File: config.mk
export PLATFORM = sky130hd
export DESIGN_NAME = vec_accum
export DESIGN_NICKNAME = d
export VERILOG_FILES = /design/src/rtl/nl_ops_pkg.sv /design/src/rtl/add.sv /design/src/rtl/vec_accum.sv
export SDC_FILE = /design/constraint.sdc
export NUM_CORES = 1
export LEC_CHECK = 0
export ABC_AREA = 1
export ABC_CLOCK_PERIOD_IN_PS = 11100
export BUFFER_PORTS_ARGS = -buffer_cell sky130_fd_sc_hd__buf_2
export CORE_MARGIN = 3
export CORE_UTILIZATION = 40
export DETAILED_ROUTE_END_ITERATION = 6
export GPL_TIMING_DRIVEN = 0
export SETUP_SLACK_MARGIN = 0.02
export SYNTH_ARGS = -nofsm -noshare
export SYNTH_HDL_FRONTEND = slang
export SYNTH_SLANG_ARGS = --single-unit
File: constraint.sdc
create_clock -name clk -period 11.1 [get_ports clk]
set_input_delay 3.33 -clock clk [delete_from_list [all_inputs] [get_ports clk]]
set_output_delay 3.33 -clock clk [all_outputs]
set_load 0.03 [all_outputs]
File: src/rtl/nl_ops_pkg.sv
// Shared definitions for the non-linear ops datapath: FSM state encoding for
// vec_accum and signed range helpers used by saturating arithmetic.
package nl_ops_pkg;

   typedef enum logic [1:0] {
      IDLE = 2'd0,
      ACC  = 2'd1,
      OUT  = 2'd2
   } vec_accum_state_t;

   localparam int MAX_W = 128;

   // Largest signed value representable in w bits, right-aligned in MAX_W bits.
   function automatic logic [MAX_W-1:0] SMAX(input int w);
      return (MAX_W'(1) << (w - 1)) - MAX_W'(1);
   endfunction

   // Most negative signed value in w bits; the caller truncates to w bits.
   function automatic logic [MAX_W-1:0] SMIN(input int w);
      return MAX_W'(1) << (w - 1);
   endfunction

endpackage

File: src/rtl/add.sv
// Plain two's-complement adder/subtractor used across the datapath.
// addsub = 0 gives add_i1 + add_i2, addsub = 1 gives add_i1 - add_i2; the
// result wraps modulo 2^WIDTH and carries no overflow indication.
module add #(
   parameter int WIDTH = 64
) (
   input  logic [WIDTH-1:0] add_i1,
   input  logic [WIDTH-1:0] add_i2,
   input  logic             addsub,
   output logic [WIDTH-1:0] add_o
);

   // Select sum or difference of the two operands.
   always_comb begin
      add_o = addsub ? (add_i1 - add_i2) : (add_i1 + add_i2);
   end

endmodule

File: src/rtl/vec_accum.sv
// vec_accum: streaming signed sum/difference of a run of len elements,
// delivered as one result over a valid/ready handshake.
// Optional feature: define VEC_ACCUM_SAT_EN to clamp the accumulator to the
// signed range on overflow instead of wrapping. ovf reports overflow either way.
module vec_accum
   import nl_ops_pkg::*;
#(
   parameter int WIDTH = 64,
   parameter int LEN_W = 16
) (
   input  logic             clk,
   input  logic             rst_n,
   input  logic             start,
   input  logic [LEN_W-1:0] len,
   input  logic             addsub,
   input  logic             in_valid,
   output logic             in_ready,
   input  logic [WIDTH-1:0] in_data,
   output logic             out_valid,
   input  logic             out_ready,
   output logic [WIDTH-1:0] out_data,
   output logic             ovf,
   output logic             busy
);

`ifdef VEC_ACCUM_SAT_EN
   localparam logic [WIDTH-1:0] SMAX_V = WIDTH'(SMAX(WIDTH));
   localparam logic [WIDTH-1:0] SMIN_V = WIDTH'(SMIN(WIDTH));
`endif

   vec_accum_state_t state;
   logic [WIDTH-1:0] acc;
   logic [WIDTH-1:0] sum;
   logic [WIDTH-1:0] acc_next;
   logic [LEN_W-1:0] cnt;
   logic             mode;
   logic             ovf_q;
   logic             out_valid_q;
   logic             beat_ovf;

   add #(.WIDTH(WIDTH)) u_add (
      .add_i1 (acc),
      .add_i2 (in_data),
      .addsub (mode),
      .add_o  (sum)
   );

   // Detect signed overflow of this beat and choose the next accumulator
   // value; the sign of acc tells whether the true result ran high or low.
   always_comb begin
      if (mode) begin
         beat_ovf = (acc[WIDTH-1] != in_data[WIDTH-1]) && (sum[WIDTH-1] != acc[WIDTH-1]);
      end else begin
         beat_ovf = (acc[WIDTH-1] == in_data[WIDTH-1]) && (sum[WIDTH-1] != acc[WIDTH-1]);
      end
      acc_next = sum;
`ifdef VEC_ACCUM_SAT_EN
      if (beat_ovf) begin
         acc_next = acc[WIDTH-1] ? SMIN_V : SMAX_V;
      end
`endif
   end

   // Run control: latch the run on start, fold accepted beats into acc,
   // then hold the result until the consumer takes it.
   always_ff @(posedge clk) begin
      if (!rst_n) begin
         state       <= IDLE;
         acc         <= '0;
         cnt         <= '0;
         mode        <= 1'b0;
         ovf_q       <= 1'b0;
         out_valid_q <= 1'b0;
      end else begin
         case (state)
            IDLE: begin
               if (start) begin
                  acc   <= '0;
                  ovf_q <= 1'b0;
                  mode  <= addsub;
                  if (len == '0) begin
                     cnt         <= '0;
                     state       <= OUT;
                     out_valid_q <= 1'b1;
                  end else begin
                     cnt   <= len;
                     state <= ACC;
                  end
               end
            end
            ACC: begin
               if (in_valid) begin
                  acc   <= acc_next;
                  ovf_q <= ovf_q | beat_ovf;
                  cnt   <= cnt - LEN_W'(1);
                  if (cnt == LEN_W'(1)) begin
                     state       <= OUT;
                     out_valid_q <= 1'b1;
                  end
               end
            end
            OUT: begin
               if (out_ready) begin
                  state       <= IDLE;
                  out_valid_q <= 1'b0;
               end
            end
            default: begin
               state       <= IDLE;
               out_valid_q <= 1'b0;
            end
         endcase
      end
   end

   // Handshake and status decode straight from the state register.
   always_comb begin
      in_ready = (state == ACC);
      busy     = (state != IDLE);
   end

   assign out_valid = out_valid_q;
   assign out_data  = acc;
   assign ovf       = ovf_q;

endmodule

# == Word level (Yosys, flattened, before mapping) ==
# Index checks and enable logic that the tools add are counted.
# Widths: inputs -> output; s select.
# op_classes
bitwise,1
add_sub_neg,3
reduce_logical,10
eq_ne,11
mux,24
# op_table
op,n
$mux 64,3
$pmux 64 s2,1
$add 64x64->64,1
$sub 64x64->64,1
$mux 16,3
$pmux 16 s2,1
$eq 16x1->1 const B,1
$logic_not 16->1,1
$sub 16x1->16 const B,1
$mux 2,5
$mux 1,8
$ne 2x2->1 const B,4
$pmux 2 s3,1
$reduce_and 5->1,1
$reduce_and 4->1,1
$reduce_bool 2->1,2
$pmux 1 s3,1
$reduce_and 3->1,1
$eq 2x1->1 const B,1
$eq 2x2->1 const B,1
$logic_and 1x1->1,2
$logic_not 2->1,1
$ne 1x1->1,2
$ne 2x1->1 const B,1
4 further kinds,4
# word_totals
input_bits,86
elab_cells,55
ff_bits,85
output_inout_bits,68

# == Longest topological paths before layout ==
# depth
depth_word,8
ltp_mapped,28
mapped_depth_nobuf,28

# == Cells and area by module ==
# A second synthesis with hierarchy kept.
# unflattened
hier_cells,2321
hier_area_um2,11986.5
# modules_own_cells
module,instances,area_per_inst_um2,cells_each
add,1,8239.2,1785
vec_accum,1,3747.3,536

# == Least setup slack after synthesis ==
# OpenSTA, ideal clock, no wires.
# synth_path
path_type,input to register
startpoint,input in_data[0]
endpoint,register acc[60] (netlist: out_data[60])
setup_ns,0.132
required_time_ns,10.968
n_path_buf,0
arrival_time_ns,6.023
cell_stages,24
setup_slack_ns,4.945
cell_sequence,inv_1 ha_1 nand3_2 nor2_2 nand2_2 nor2_2 nand2_2 o21ai_2 nand2_2 a21oi_4 o21ai_0 xor2_1 ha_1 nand2_1 nor2_1 inv_1 nor2_1 inv_1 nor4_1 nand2_1 nand2_1 nand2_1 nand3_1 a21oi_1
# synth_via
elab_chain_cells,4
word_cells_on_any_way,5
cone_classes,add/sub (2); mux (3)
# synth_lines
element,line_no,rtl
from (decl),vec_accum.sv:18,"input logic [WIDTH-1:0] in_data,"
$add 64x64->64 / $sub 64x64->64 (equally long branches),add.sv:15,add_o = addsub ? (add_i1 - add_i2) : (add_i1 + add_i2);
$mux 64 *,add.sv:15,
$mux 64 *,vec_accum.sv:92,if (in_valid) begin
$pmux 64 s2 *,vec_accum.sv:75,case (state)
to (signal assigned),vec_accum.sv:93,acc <= acc_next;
to (decl),vec_accum.sv:32,logic [WIDTH-1:0] acc;
# Every way passes the cells marked *; elsewhere a longest branch is shown, timed or not. The select of a mux whose other input is x is not followed.
# A chain may end at the register's enable or synchronous reset.

# == Final worst setup path ==
# layout_path
startpoint,input in_data[0]
endpoint,register ovf_q (netlist: ovf)
# layout_via
elab_chain_cells,8
word_cells_on_any_way,10
cone_classes,add/sub (2); eq/ne (1); mux (4); bitwise (1); reduce/logical (2)
# layout_lines
element,line_no,rtl
$add 64x64->64 / $sub 64x64->64 (equally long branches),add.sv:15,
$mux 64 *,add.sv:15,
$ne 1x1->1 *,"vec_accum.sv:52, vec_accum.sv:54",
"$logic_and 1x1->1, on equally long branches","vec_accum.sv:54, vec_accum.sv:52",
$mux 1 *,vec_accum.sv:51,if (mode) begin
$or 1x1->1 *,vec_accum.sv:94,ovf_q <= ovf_q | beat_ovf;
$mux 1 *,vec_accum.sv:92,
$pmux 1 s2 *,vec_accum.sv:75,
to (signal assigned),vec_accum.sv:94,
to (decl),vec_accum.sv:37,logic ovf_q;
# Marked as above.

==> summary.md <==
| Metric | Value |
|---|---|
| Sequential element share of the synthesized area | `0.167` |
| Total gr overflow | `0` |
| Mapped Nets | `1966` |
| CP max FO | `6` |
| Max Buffers Root-to-Sink | `2` |
| First-pass GRT wire length | `65100 um` |
| P per Cell Area | `201 nW/um^2` |
| Starting density of the core | `0.414` |
| Clk slew on worst S/H paths | `0.07 ns` |
| Nets | `2130` |
| DRT iter0 DRCs | `1266` |
| Synth area leaders | `nand2_1 (17%), dfxtp_1 (17%), inv_1 (10%), a21oi_1 (9.4%), nor2_1 (8.8%)` |
| Core Area | `24700 um^2` |
| Post-DP HPWL | `36900 um` |
| Number of global-route vias before repair | `11523` |
| Via density | `5.39` |
| Hold Vio Cnt, Final | `0` |
| Layout Utilization | `0.473` |
| Drt drc | `0` |
| Most numerous cell in the Yosys netlist | `nand2_1` |
| Slew Limit Fails | `0` |
| Area Overhead vs Synth | `14.4%` |
| Ratio of cells with drive above 1 in the final layout | `0.113` |
| Post-CTS Resized | `0` |
| CP Buf/Inv Count | `2` |
| Crit Path Category | `in -> reg` |
| Number of synthesized flops with an enable pin | `0` |
| Clock Latency Late Sink | `0.37 ns` |
| FFs w/ async S/R, synth | `0` |
| CP delay by family, top | `simple AND/OR/NAND/NOR gates` |
| Overall Global Routing Usage | `0.303` |
| Rows | `57` |
| Leading area contributor after synthesis | `nand2_1` |
| Ys Warns | `0` |
| Setup Buffers After CTS | `0` |
| Pwr Total | `2.35 mW` |
| Ant. Diodes | `0` |
| Initial antenna violation count | `2` |
| Worst EP arrival | `7.24 ns` |
| Register bit total from synthesis | `85` |
| MaxCap Viol Count | `0` |
| Worst-case vdd ir drop | `0.000126 V` |
| Worst Max-Slew Pin Slew | `1.20 ns` |
| Yosys top cell area share | `0.167` |
| Final WS setup | `4.13 ns` |
| DR pass1 iterations | `7` |
| Worst clock skew | `0.0132 ns` |
| Routed via count | `12429` |
| I/O pin count | `154` |
| CP startpoint kind | `input pin` |
| Post-synth top cells | `nand2_1 (455), inv_1 (280), nor2_1 (239)` |
| Leakage | `5.82 nW` |
| Synthesized instance count | `1813` |
| Met3 usage in global routing | `0.0521` |
| Achievable Freq | `143 MHz` |
| Sink Count | `85` |
| Reg2reg setup slack | `6.48 ns` |
| Tmin final | `6.97 ns` |
| # hold bufs at CTS | `0` |
| Pre-CTS setup slack | `3.87 ns` |
| Final setup violation count | `0` |
| Root Driver | `clkbuf_16` |
| Die Area | `27500 um^2` |
| Largest net degree at the start of global routing | `16` |
| Slowest stage cell, crit path | `a21oi_1` |
| Routed wire per std cell | `18.8 um` |
| Slowest cell delay on critical path | `0.55 ns` |
| Worst Setup End Kind | `register` |
| Mapped Area | `10200 um^2` |
| CTS Buf Count | `9` |
| GR Util met2 | `0.477` |
| Fin Setup TNS | `0 ns` |
| Unrepaired setup endpoints after global routing | `false` |
| Period utilization | `0.628` |
| Post-Route WL | `43400 um` |
| PortBufs | `153` |
| Run status | `finished clean` |
| Syn avg cell area | `5.63 um^2` |
| CTS tree | `yes` |
| Remaining antenna violation count | `0` |
| Most frequent CP cell | `nand2_1` |
| Synth unique cells | `51` |
| Die Wd | `166 um` |
| Main synth FF type | `dfxtp_1` |
| Routability cong. | `0.987` |
| Routing usage on met1 | `0.426` |
| Required time of the critical path | `11.37 ns` |
| Die height | `166 um` |
| CTS H-tree lvls | `3` |
| Fillers | `2825` |
| Grt peak-use layer | `met2` |
| Max-slew headroom | `0.203` |
| Hold Crit Class | `reg -> reg` |
-- cell families (layout without fill, tap and decap cells) --
group           Yosys count  after routing  share of synthesized area
buf+inv                 319            488                      0.119
fa+ha+maj                67             67                     0.0829
xor+xnor                 65             65                     0.0558
compound gates          367            367                      0.200
simple gates            910            910                      0.376
flops                    85             85                      0.167
-- flip-flops by register name, indices dropped and copies added, names as in the netlist --
name,cells
out_valid,1
cnt,16
out_data,64
ovf,1
state,2
mode,1
-- cell usage in the layout (no fill, tap or decap), types with 19 or more instances in the layout --
master    instances
nand2_1         455
inv_1           280
nor2_1          239
a21oi_1         191
buf_2           160
o21ai_0         102
nand3_1         102
dfxtp_1          85
ha_1             66
xor2_1           51
nor3_1           28
nand4_1          26
clkbuf_1         22
o21bai_1         19
-- metrics by stage --
| step | cells | cell area (um^2) | hold WS, ns |
|---|---|---|---|
| 6_report | 2306 | 11700 | 0.449 |
| 4_1_cts | 2306 | 11700 | 0.454 |
| 2_1_floorplan | 1813 | 10200 | 0.444 |
| 5_1_grt | 2306 | 11700 | 0.487 |
| 3_5_place_dp | 2290 | 11400 | 0.442 |
| 3_3_place_gp | 2290 | 11400 | 0.433 |
-- report_power, final --
group | leakage, nW | internal [mW] | total (mW) | switching [mW]
combinational | 4.98 | 0.450 | 1.55 | 1.10
clock | 0.139 | 0.167 | 0.325 | 0.158
sequential | 0.693 | 0.387 | 0.469 | 0.0824
-- layer usage --
metal  vias to the layer above  share of wire
met5                         -        0.00067
met4                         4          0.029
met3                        62          0.082
met2                       503           0.43
met1                      5654           0.46
li1                       6206              -
-- worst register-to-register path, stage by stage (launching register included) --
cell	delay [ns]
dfxtp_1	0.40
inv_1	0.20
buf_6	0.19
buf_2	0.29
clkbuf_1	0.53
o31ai_1	0.21
xnor2_1	0.22
inv_1	0.08
ha_1	0.35
nand2_1	0.22
nor2_1	0.16
nand3_1	0.09
nand2_1	0.27
nand2_1	0.09
nand2_1	0.17
nand2_1	0.08
nand2_1	0.21
nand2_1	0.28
nand3_1	0.21
nand2_1	0.08
nand2_1	0.06
nand3_1	0.06
a21oi_1	0.12
-- worst paths after layout --
path | startpoint | endpoint | cells past startpoint
worst min register to register | ovf$_SDFFE_PN0P_ | ovf$_SDFFE_PN0P_ | 2
worst max-delay path | in_data[0] | ovf$_SDFFE_PN0P_ | 26
worst max register to register | mode$_SDFFE_PN0P_ | ovf$_SDFFE_PN0P_ | 22
worst min-delay path | ovf$_SDFFE_PN0P_ | ovf$_SDFFE_PN0P_ | 2
-- layout make-up --
type | instances | area (um^2) | area share
clock buffer | 11 | 253 | 0.0217
timing repair buffer | 153 | 766 | 0.0656
inverter | 284 | 1070 | 0.0913
multi-input combinational | 1409 | 7290 | 0.624
clock inverter | 5 | 41.3 | 0.00354
buffer | 35 | 151 | 0.0130
tap | 324 | 405 | 0.0347
sequential | 85 | 1700 | 0.146
No activity file was read; power rests on OpenSTA's default activity.
